$ cat src/rtl/laser_job_sched.sv
// Job sequencer for the two-circle laser coverage core: arbitrates two point
// requesters, buffers one job, streams it into the core and returns the result.
module laser_job_sched #(
  parameter int unsigned NPTS        = 40,
  parameter int unsigned TIMEOUT_CYC = 32767
) (
  input  logic       CLK,
  input  logic       RST,
  input  logic       r0_valid,
  input  logic [3:0] r0_x,
  input  logic [3:0] r0_y,
  output logic       r0_ready,
  input  logic       r1_valid,
  input  logic [3:0] r1_x,
  input  logic [3:0] r1_y,
  output logic       r1_ready,
  output logic       core_rst,
  output logic [3:0] core_x,
  output logic [3:0] core_y,
  input  logic       core_done,
  input  logic [3:0] core_c1x,
  input  logic [3:0] core_c1y,
  input  logic [3:0] core_c2x,
  input  logic [3:0] core_c2y,
  output logic       res_valid,
  input  logic       res_ready,
  output logic       res_id,
  output logic       res_err,
  output logic [3:0] res_c1x,
  output logic [3:0] res_c1y,
  output logic [3:0] res_c2x,
  output logic [3:0] res_c2y,
  output logic       busy
);

  typedef enum logic [2:0] {
    ARB, LOAD, CRST, STREAM, WAIT, CAPT, RESULT
  } state_t;

  localparam logic [5:0]  LAST_IDX = 6'(NPTS - 1);
  localparam logic [15:0] TMO      = 16'(TIMEOUT_CYC);

  state_t      state, state_nx;
  logic        grant, grant_nx;
  logic        last;
  logic [5:0]  load_cnt;
  logic [5:0]  stream_cnt;
  logic [15:0] wait_cnt;
  logic        rerr;
  logic [3:0]  rc1x, rc1y, rc2x, rc2y;

  logic [3:0]  buf_x [NPTS];
  logic [3:0]  buf_y [NPTS];

  logic        in_valid;
  logic [3:0]  in_x, in_y;
  logic        beat;

  always_comb begin
    in_valid = grant ? r1_valid : r0_valid;
    in_x     = grant ? r1_x     : r0_x;
    in_y     = grant ? r1_y     : r0_y;
    beat     = (state == LOAD) && in_valid;
  end

  // Next-state and grant selection; a tie goes to the requester not served last.
  always_comb begin
    state_nx = state;
    grant_nx = grant;
    case (state)
      ARB: begin
        if (r0_valid || r1_valid) begin
          state_nx = LOAD;
          if (r0_valid && r1_valid) grant_nx = ~last;
          else                      grant_nx = r1_valid;
        end
      end
      LOAD:   if (beat && (load_cnt == LAST_IDX)) state_nx = CRST;
      CRST:   state_nx = STREAM;
      STREAM: if (stream_cnt == LAST_IDX) state_nx = WAIT;
      WAIT: begin
        if (core_done)            state_nx = CAPT;
        else if (wait_cnt == TMO) state_nx = RESULT;
      end
      CAPT:   state_nx = RESULT;
      RESULT: if (res_ready) state_nx = ARB;
      default: state_nx = ARB;
    endcase
  end

  always_ff @(posedge CLK or posedge RST) begin
    if (RST) begin
      state <= ARB;
      grant <= 1'b0;
      last  <= 1'b1;
    end else begin
      state <= state_nx;
      grant <= grant_nx;
      if (state == ARB && state_nx == LOAD) last <= grant_nx;
    end
  end

  always_ff @(posedge CLK or posedge RST) begin
    if (RST) begin
      load_cnt   <= '0;
      stream_cnt <= '0;
      wait_cnt   <= '0;
      rerr       <= 1'b0;
      rc1x       <= '0;
      rc1y       <= '0;
      rc2x       <= '0;
      rc2y       <= '0;
    end else begin
      case (state)
        ARB:  load_cnt <= '0;
        LOAD: if (beat) load_cnt <= load_cnt + 6'd1;
        CRST: stream_cnt <= '0;
        STREAM: begin
          stream_cnt <= stream_cnt + 6'd1;
          wait_cnt   <= '0;
        end
        WAIT: begin
          if (wait_cnt != TMO) wait_cnt <= wait_cnt + 16'd1;
          if (!core_done && wait_cnt == TMO) begin
            rerr <= 1'b1;
            rc1x <= '0;
            rc1y <= '0;
            rc2x <= '0;
            rc2y <= '0;
          end
        end
        CAPT: begin
          rerr <= 1'b0;
          rc1x <= core_c1x;
          rc1y <= core_c1y;
          rc2x <= core_c2x;
          rc2y <= core_c2y;
        end
        default: ;
      endcase
    end
  end

  // Point buffer holds no reset; its contents are only read after a full load.
  always_ff @(posedge CLK) begin
    if (beat) begin
      buf_x[load_cnt] <= in_x;
      buf_y[load_cnt] <= in_y;
    end
  end

  always_comb begin
    r0_ready  = (state == LOAD) && !grant;
    r1_ready  = (state == LOAD) &&  grant;
    core_rst  = !((state == STREAM) || (state == WAIT));
    core_x    = (state == STREAM) ? buf_x[stream_cnt] : '0;
    core_y    = (state == STREAM) ? buf_y[stream_cnt] : '0;
    busy      = (state != ARB);
    res_valid = (state == RESULT);
    res_id    = res_valid && grant;
    res_err   = res_valid && rerr;
    res_c1x   = res_valid ? rc1x : '0;
    res_c1y   = res_valid ? rc1y : '0;
    res_c2x   = res_valid ? rc2x : '0;
    res_c2y   = res_valid ? rc2y : '0;
  end

endmodule

$ cat config.mk
export PLATFORM = sky130hd
export DESIGN_NAME = laser_job_sched
export DESIGN_NICKNAME = d
export VERILOG_FILES = /design/src/rtl/laser_job_sched.sv
export SDC_FILE = /design/constraint.sdc
export NUM_CORES = 1
export LEC_CHECK = 0
export CAP_MARGIN = 20
export CELL_PAD_IN_SITES_DETAIL_PLACEMENT = 1
export CELL_PAD_IN_SITES_GLOBAL_PLACEMENT = 2
export CORE_AREA = 2 2 277 142
export DETAILED_ROUTE_END_ITERATION = 6
export DIE_AREA = 0 0 279 144
export GPL_TIMING_DRIVEN = 0
export PLACE_DENSITY_LB_ADDON = 0.1
export SKIP_LAST_GASP = 1
export SYNTH_ARGS = -nofsm -noshare
export SYNTH_HDL_FRONTEND = slang
export SYNTH_SLANG_ARGS = --single-unit
$ cat constraint.sdc
create_clock -name CLK -period 2.1 [get_ports CLK]
set_input_delay 0.42 -clock CLK [delete_from_list [all_inputs] [get_ports CLK]]
set_output_delay 0.42 -clock CLK [all_outputs]
set_load 0.01 [all_outputs]
After elaboration in Yosys (flattened, before gate mapping)
Memory sizes are Yosys's and may differ from the RTL's. Cells that the tools add are included.

Logic and storage cells: 87. Bits in writable memories: 320. Register bits: 50. Memories kept: 2. Input bits: 38.

Equal/unequal tests: 14. Reduce and logical (&&, ||, !) cells: 23. Bitwise logic cells: 1. Add/sub/neg operators: 3. Muxes and demuxes: 33.

Memories: buf_x (words 40, width 4, rd ports 1, clocked after memory_dff 0, write ports 1, RTL line 52) `logic [3:0] buf_x [NPTS];`; buf_y (words 40, width 4, rd ports 1, clocked after memory_dff 0, write ports 1, RTL line 53) `logic [3:0] buf_y [NPTS];`.

Operator list (count): 4-bit 2-to-1 mux (9); 16-bit case mux with 2 select lines (1); 4-bit case mux with 2 select lines (4); 6-bit case mux with 2 select lines (2); 3-bit case mux with 7 select lines (1); 3-bit 2-to-1 mux (6); 16-bit by 1-bit adder with 16-bit output (second input constant) (1); 16-bit by 15-bit == test with 1-bit output (second input constant) (1); 16-bit 2-to-1 mux (1); 16-bit by 15-bit inequality test with 1-bit output (second input constant) (1); 6-bit by 1-bit adder with 6-bit output (second input constant) (2); 6-bit == test (second input constant) (2); 3-bit == test (second input constant) (3); 1-bit logical AND (9); 2-bit nonzero test (4); 1-bit 2-to-1 mux (7); 3-bit by 1-bit == test with 1-bit output (second input constant) (2); 3-bit by 2-bit == test with 1-bit output (second input constant) (2); 6-bit 2-to-1 mux (1); 2-bit inequality test (second input constant) (3); 2-bit AND reduction (3); 1-bit zero test (3); 3-bit zero test (1); 3-bit nonzero test (1); other kinds (3) (4).

Logic depth before layout (Yosys ltp)
Word-level depth: 7. Depth in mapped cells: 8.

Worst setup path after synthesis
OpenSTA, ideal clock, no wires.

Kind: register -> output. Start: register stream_cnt[1]. End: output port core_x[2]. Stages on the path, launching flop included: 9. Arrival time: 1701 ps. Buffers on the path: 3. Slack: -21 ps. Data required time: 1680 ps. Cell sequence: dfrtp_1 -> buf_2 -> and2_1 -> clkbuf_1 -> buf_2 -> a22oi_1 -> a21oi_1 -> nor4_1 -> o21a_1.

Cells in the longest elaborated chain, start to end: 2.

Ends and longest elaborated chain: start, declared (RTL line 47) `logic [5:0] stream_cnt;`; start signal, assigned (RTL line 119) `stream_cnt <= stream_cnt + 6'd1;`; memory 40 x 4 bit; 4-bit 2-to-1 mux (RTL line 156) `core_x = (state == STREAM) ? buf_x[stream_cnt] : '0;`; end, declared (RTL line 18) `output logic [3:0] core_x,`.

Every way passes these cells.

Worst setup path after layout
Start: register stream_cnt[0]. End: output port core_y[1].

Cells in the longest elaborated chain, start to end: 2.

Ends and longest elaborated chain: memory 40 x 4 bit; 4-bit 2-to-1 mux (RTL line 157) `core_y = (state == STREAM) ? buf_y[stream_cnt] : '0;`; end, declared (RTL line 19) `output logic [3:0] core_y,`.

Every way passes these cells.

==> reports/results.env <==
DRT_FIRST_PASS_ITERS=5
SYNTHCELLS=960
COMMONEST_NON_FILL_NON_TAP_CELLS_IN_THE_LAYOUT='320 x sky130_fd_sc_hd__edfxtp_1, 129 x sky130_fd_sc_hd__mux2i_1, 53 x sky130_fd_sc_hd__buf_4'
CRITICALPATHCATEGORY='flop to output port'
CRITPATHLAUNCHTYPE='flop'
CLOCK_SINKS=370
SYNTH.LARGEST_AREA_CELL='sky130_fd_sc_hd__edfxtp_1'
POST_SYNTH_MUX_AREA_SHARE_PCT=12.1
P_LEAK_uW=0.00689
CRITICAL_PATH_ARRIVAL_NS=2.61
HTREE_LEVELS=2
CTS_HOLD_REPAIR.BUFFERS=0
CRITICAL_PATH.ENDPOINT_TYPE='output port'
TOTAL_NUMBER_OF_VIAS=9279
AVGVIACOUNTPERCELL=5.50
RSZ_0062_RAISED_AFTER_GLOBAL_ROUTING='true'
DRT-WIRELENGTH-PER-CELL_UM=26.3
TIMING.SETUP.TNS_NS=-28.83
GRT_START_MAX_NET_PINS=41
MIN-DELAY-PATH-CLASS='primary input to async pin'
FINAL_NET_COUNT=1204
CRITICAL_PATH.TOP_DELAY_FAMILY='buffers and inverters'
DRT-TOTAL-WL_UM=44300
CELL_INTERNAL_PWR_uW=16100
SYNTH.FF_LATCH_COUNT=370
SYNTHADDERAREAFRAC_PCT=0.244
SYNTH_COMPOUND_GATE_AREA_SHARE_PCT=8.06
POST-ROUTE-DRC-COUNT=0
PERIOD_SHARE_PCT=144
MAX_FREQUENCY_MHz=330
CHIPWIDTH_UM=279
DR.FIRST_ITER.DRC_COUNT=771
YOSYS.AREA_SHARE.SIMPLE_PCT=6.03
ROOT_BUFFER='sky130_fd_sc_hd__clkbuf_16'
CTS_INSERTED_BUFFERS=37
DIODES=0
GRT_FIRST_PASS_WIRELENGTH_UM=64500
ANTENNA_VIOLATING_NETS_POST_ROUTE=0
TOTAL_POWER_uW=23200
BOUNDARYPINS=69
GR-USAGE-MET1_PCT=37.2
SLOWEST_STAGE_CELL_ON_THE_CRITICAL_PATH='sky130_fd_sc_hd__dfrtp_1'
DP.FINAL_HPWL_UM=28600
STD_CELL_ROWS=51
LAYOUT-DRIVE-GT1-SHARE_PCT=37.0
REPORT.FINAL.SLEW_VIOL_COUNT=0
FIN_WORST_SKEW_NS=0.0136
GRT_PASS1_VIAS=9371
DIE_HEIGHT_UM=144
RUN_STATUS='finished, violations left'
GRTUSAGEMET2_PCT=28.6
YOSYSWARNINGCOUNT=0
SYNTH_XOR_XNOR_AREA_SHARE_PCT=0.797
PORTBUFFERS=68
NUMBER_OF_BUFFERS_AND_INVERTERS_ON_THE_CRITICAL_PATH=4
LAYOUT_COMMONEST_CELL='sky130_fd_sc_hd__edfxtp_1'
SYNTH_TOP_FAMILY_BY_AREA='multiplexers'
WORST-ENDPOINT-REQUIRED_NS=1.68
ASYNCSETRESETFLOPFRACSYNTH_PCT=13.5
PWR-SHARE-COMB_PCT=31.8
CRITPATHMAXFANOUT=10
IR_WORST_VDD_mV=0.950
GLOBALROUTEOVERFLOWTOTAL=0
SYNTH_FF_TYPE='sky130_fd_sc_hd__edfxtp_1'
FINAL.SETUP.WORST_SLACK_NS=-0.931
REG2REGPATHDEPTH=11
WORSTMARGINPINSLEW_NS=0.986
POWERDENSITY_nW_PER_UM2=1140
CLK-INSERTION-DELAY-LATE_NS=0.53
SYNTH_TOP_AREA_SHARE_PCT=62.5
FINALHOLDVIOLCOUNT=0
CLOCKBUFFERDEPTH=3
SHARE_SEQ_OF_TOTAL_POWER_PCT=38.5
P_SW_SHARE_PCT=30.7
POWER.CLOCK.FRACTION_PCT=29.7
CORE_UM2=38100
TRITONCTS_CLOCK_TREE='yes'
GR-MAX-USAGE-LAYER='met1'
CRIT_PATH_MAX_INCR_DELAY_NS=0.39
MAX-SLEW-MARGIN-REL_PCT=34.3
SYNTH_SEQ_AREA_SHARE_PCT=70.6
SYNTHESIS.NETS=1001
DIE_AREA_UM2=40200
TIMING.MAX_CAP.VIOLATIONS=0
FINALSETUPVIOLATIONS=313
CLK_PIN_SLEW_NS=0.07
TRACK_USAGE_PCT=22.3
POWER_SWITCHING_uW=7130
CRITICAL_PATH.CELL_CHAIN='buf_6 -> buf_12 -> buf_8 -> mux2i_2 -> a22oi_2 -> a21oi_1 -> nor4_4 -> o21a_1 -> buf_2'
GRTUSAGEMET3_PCT=5.22
PLACE.GP.CONGESTION=0.900
NUMBER_OF_DIFFERENT_LIBRARY_CELLS_IN_THE_POST_SYNTHESIS_NETLIST=63
NETLIST_AREA_UM2=15400
MINIMUM_CLOCK_PERIOD_AFTER_LAYOUT_NS=3.03
VIOLATIONS='negative setup slack'
SYNTH_AREA_LEADERS='sky130_fd_sc_hd__edfxtp_1 62%, sky130_fd_sc_hd__mux2i_1 9.1%, sky130_fd_sc_hd__dfrtp_1 8.0%, sky130_fd_sc_hd__a22oi_1 3.1%, sky130_fd_sc_hd__mux4_2 2.3%'
SYNTH-EDFF-COUNT=320
ANTENNA_FOUND_INITIAL=0
CRITICAL_PATH_CELL_COUNT=9
START_UTIL_PCT=40.4
LAYOUT-AREA-OVERHEAD-VS-SYNTH_PCT=32.8
POST_SYN_AREA_PER_CELL_UM2=16.0
layer usage:
metal	vias up	wire, um
met5	-	0
li1	4158	-
met2	223	17200
met1	4853	23800
met3	45	2780
met4	0	567
worst paths after layout:
| kind | start | endpoint | slack (ns) |
|---|---|---|---|
| max | stream_cnt[0] | core_y[1] | -0.93 |
| min | RST | stream_cnt[1] | 0.20 |
| max reg2reg | state[1] | buf_y[12][2] | -0.14 |
| min reg2reg | rc1x[2] | rc1x[2] | 0.49 |
| max in group asynchronous | RST | last | 1.29 |
| min in group CLK | rc1x[2] | rc1x[2] | 0.49 |
state kept, by name, summed over array words and instances, names as in the netlist:
name,flops
rc1y,4
rerr,1
grant,1
state,3
rc1x,4
load_cnt,6
buf_y,160
last,1
wait_cnt,16
buf_x,160
stream_cnt,6
rc2x,4
rc2y,4
power groups by stage:
| stage | clock network (uW) | logic (uW) | registers [uW] |
|---|---|---|---|
| floorplan | 0 | 3490 | 9040 |
| global placement | 0 | 5400 | 9100 |
| detailed placement | 0 | 5450 | 9100 |
| CTS | 7030 | 7060 | 8940 |
| global route | 7320 | 7830 | 8980 |
| finish | 6920 | 7390 | 8950 |
through the flow:
step | cells | setup slack (ns) | hold WS [ns] | instance area, um^2 | util, %
2_1_floorplan | 960 | 0.0112 | 0.458 | 15400 | -
3_3_place_gp | 1531 | -1.53 | 0.477 | 16700 | 43.8
3_5_place_dp | 1532 | -1.54 | 0.476 | 16700 | 43.9
4_1_cts | 1658 | -0.964 | 0.205 | 19900 | 52.1
5_1_grt | 1688 | -0.985 | 0.230 | 20400 | 53.6
6_report | 1688 | -0.931 | 0.202 | 20400 | 53.6
area by class of cell:
class / instances / area, um^2
buffer: 53 / 634
clock inverter: 18 / 269
inverter: 7 / 26.3
sequential: 370 / 10900
timing repair buffer: 170 / 1880
clock buffer: 43 / 948
fill: 3519 / 17700
tap: 503 / 629
multi-input combinational: 524 / 5160
repair_timing:
item | CTS | global route
setup endpoints to repair | 505 | 426
cloned | 4 | 1
setup buffers | 64 | 38
pin swaps | 67 | 39
resized for setup | 394 | 91
synthesized netlist by cell type (15+ instances only):
cell	instances
sky130_fd_sc_hd__dfrtp_1	49
sky130_fd_sc_hd__mux4_2	16
sky130_fd_sc_hd__a21oi_1	47
sky130_fd_sc_hd__a22oi_1	64
sky130_fd_sc_hd__a22o_2	15
sky130_fd_sc_hd__clkbuf_1	25
sky130_fd_sc_hd__mux2i_1	140
sky130_fd_sc_hd__nand2_1	29
sky130_fd_sc_hd__edfxtp_1	320
sky130_fd_sc_hd__nor2_1	66
sky130_fd_sc_hd__and2_1	23
sky130_fd_sc_hd__buf_2	18
cells by family (layout without fill, tap and decap cells):
group	Yosys count	count (layout)
XOR/XNOR	14	14
flip-flops	370	370
multiplexers	165	165
AO/OA/AOI/OAI	168	168
AND/OR/NAND/NOR	174	174
buffers and inverters	66	291
adder cells (fa/ha/maj)	3	3
No activity file was read; power rests on OpenSTA's default activity.
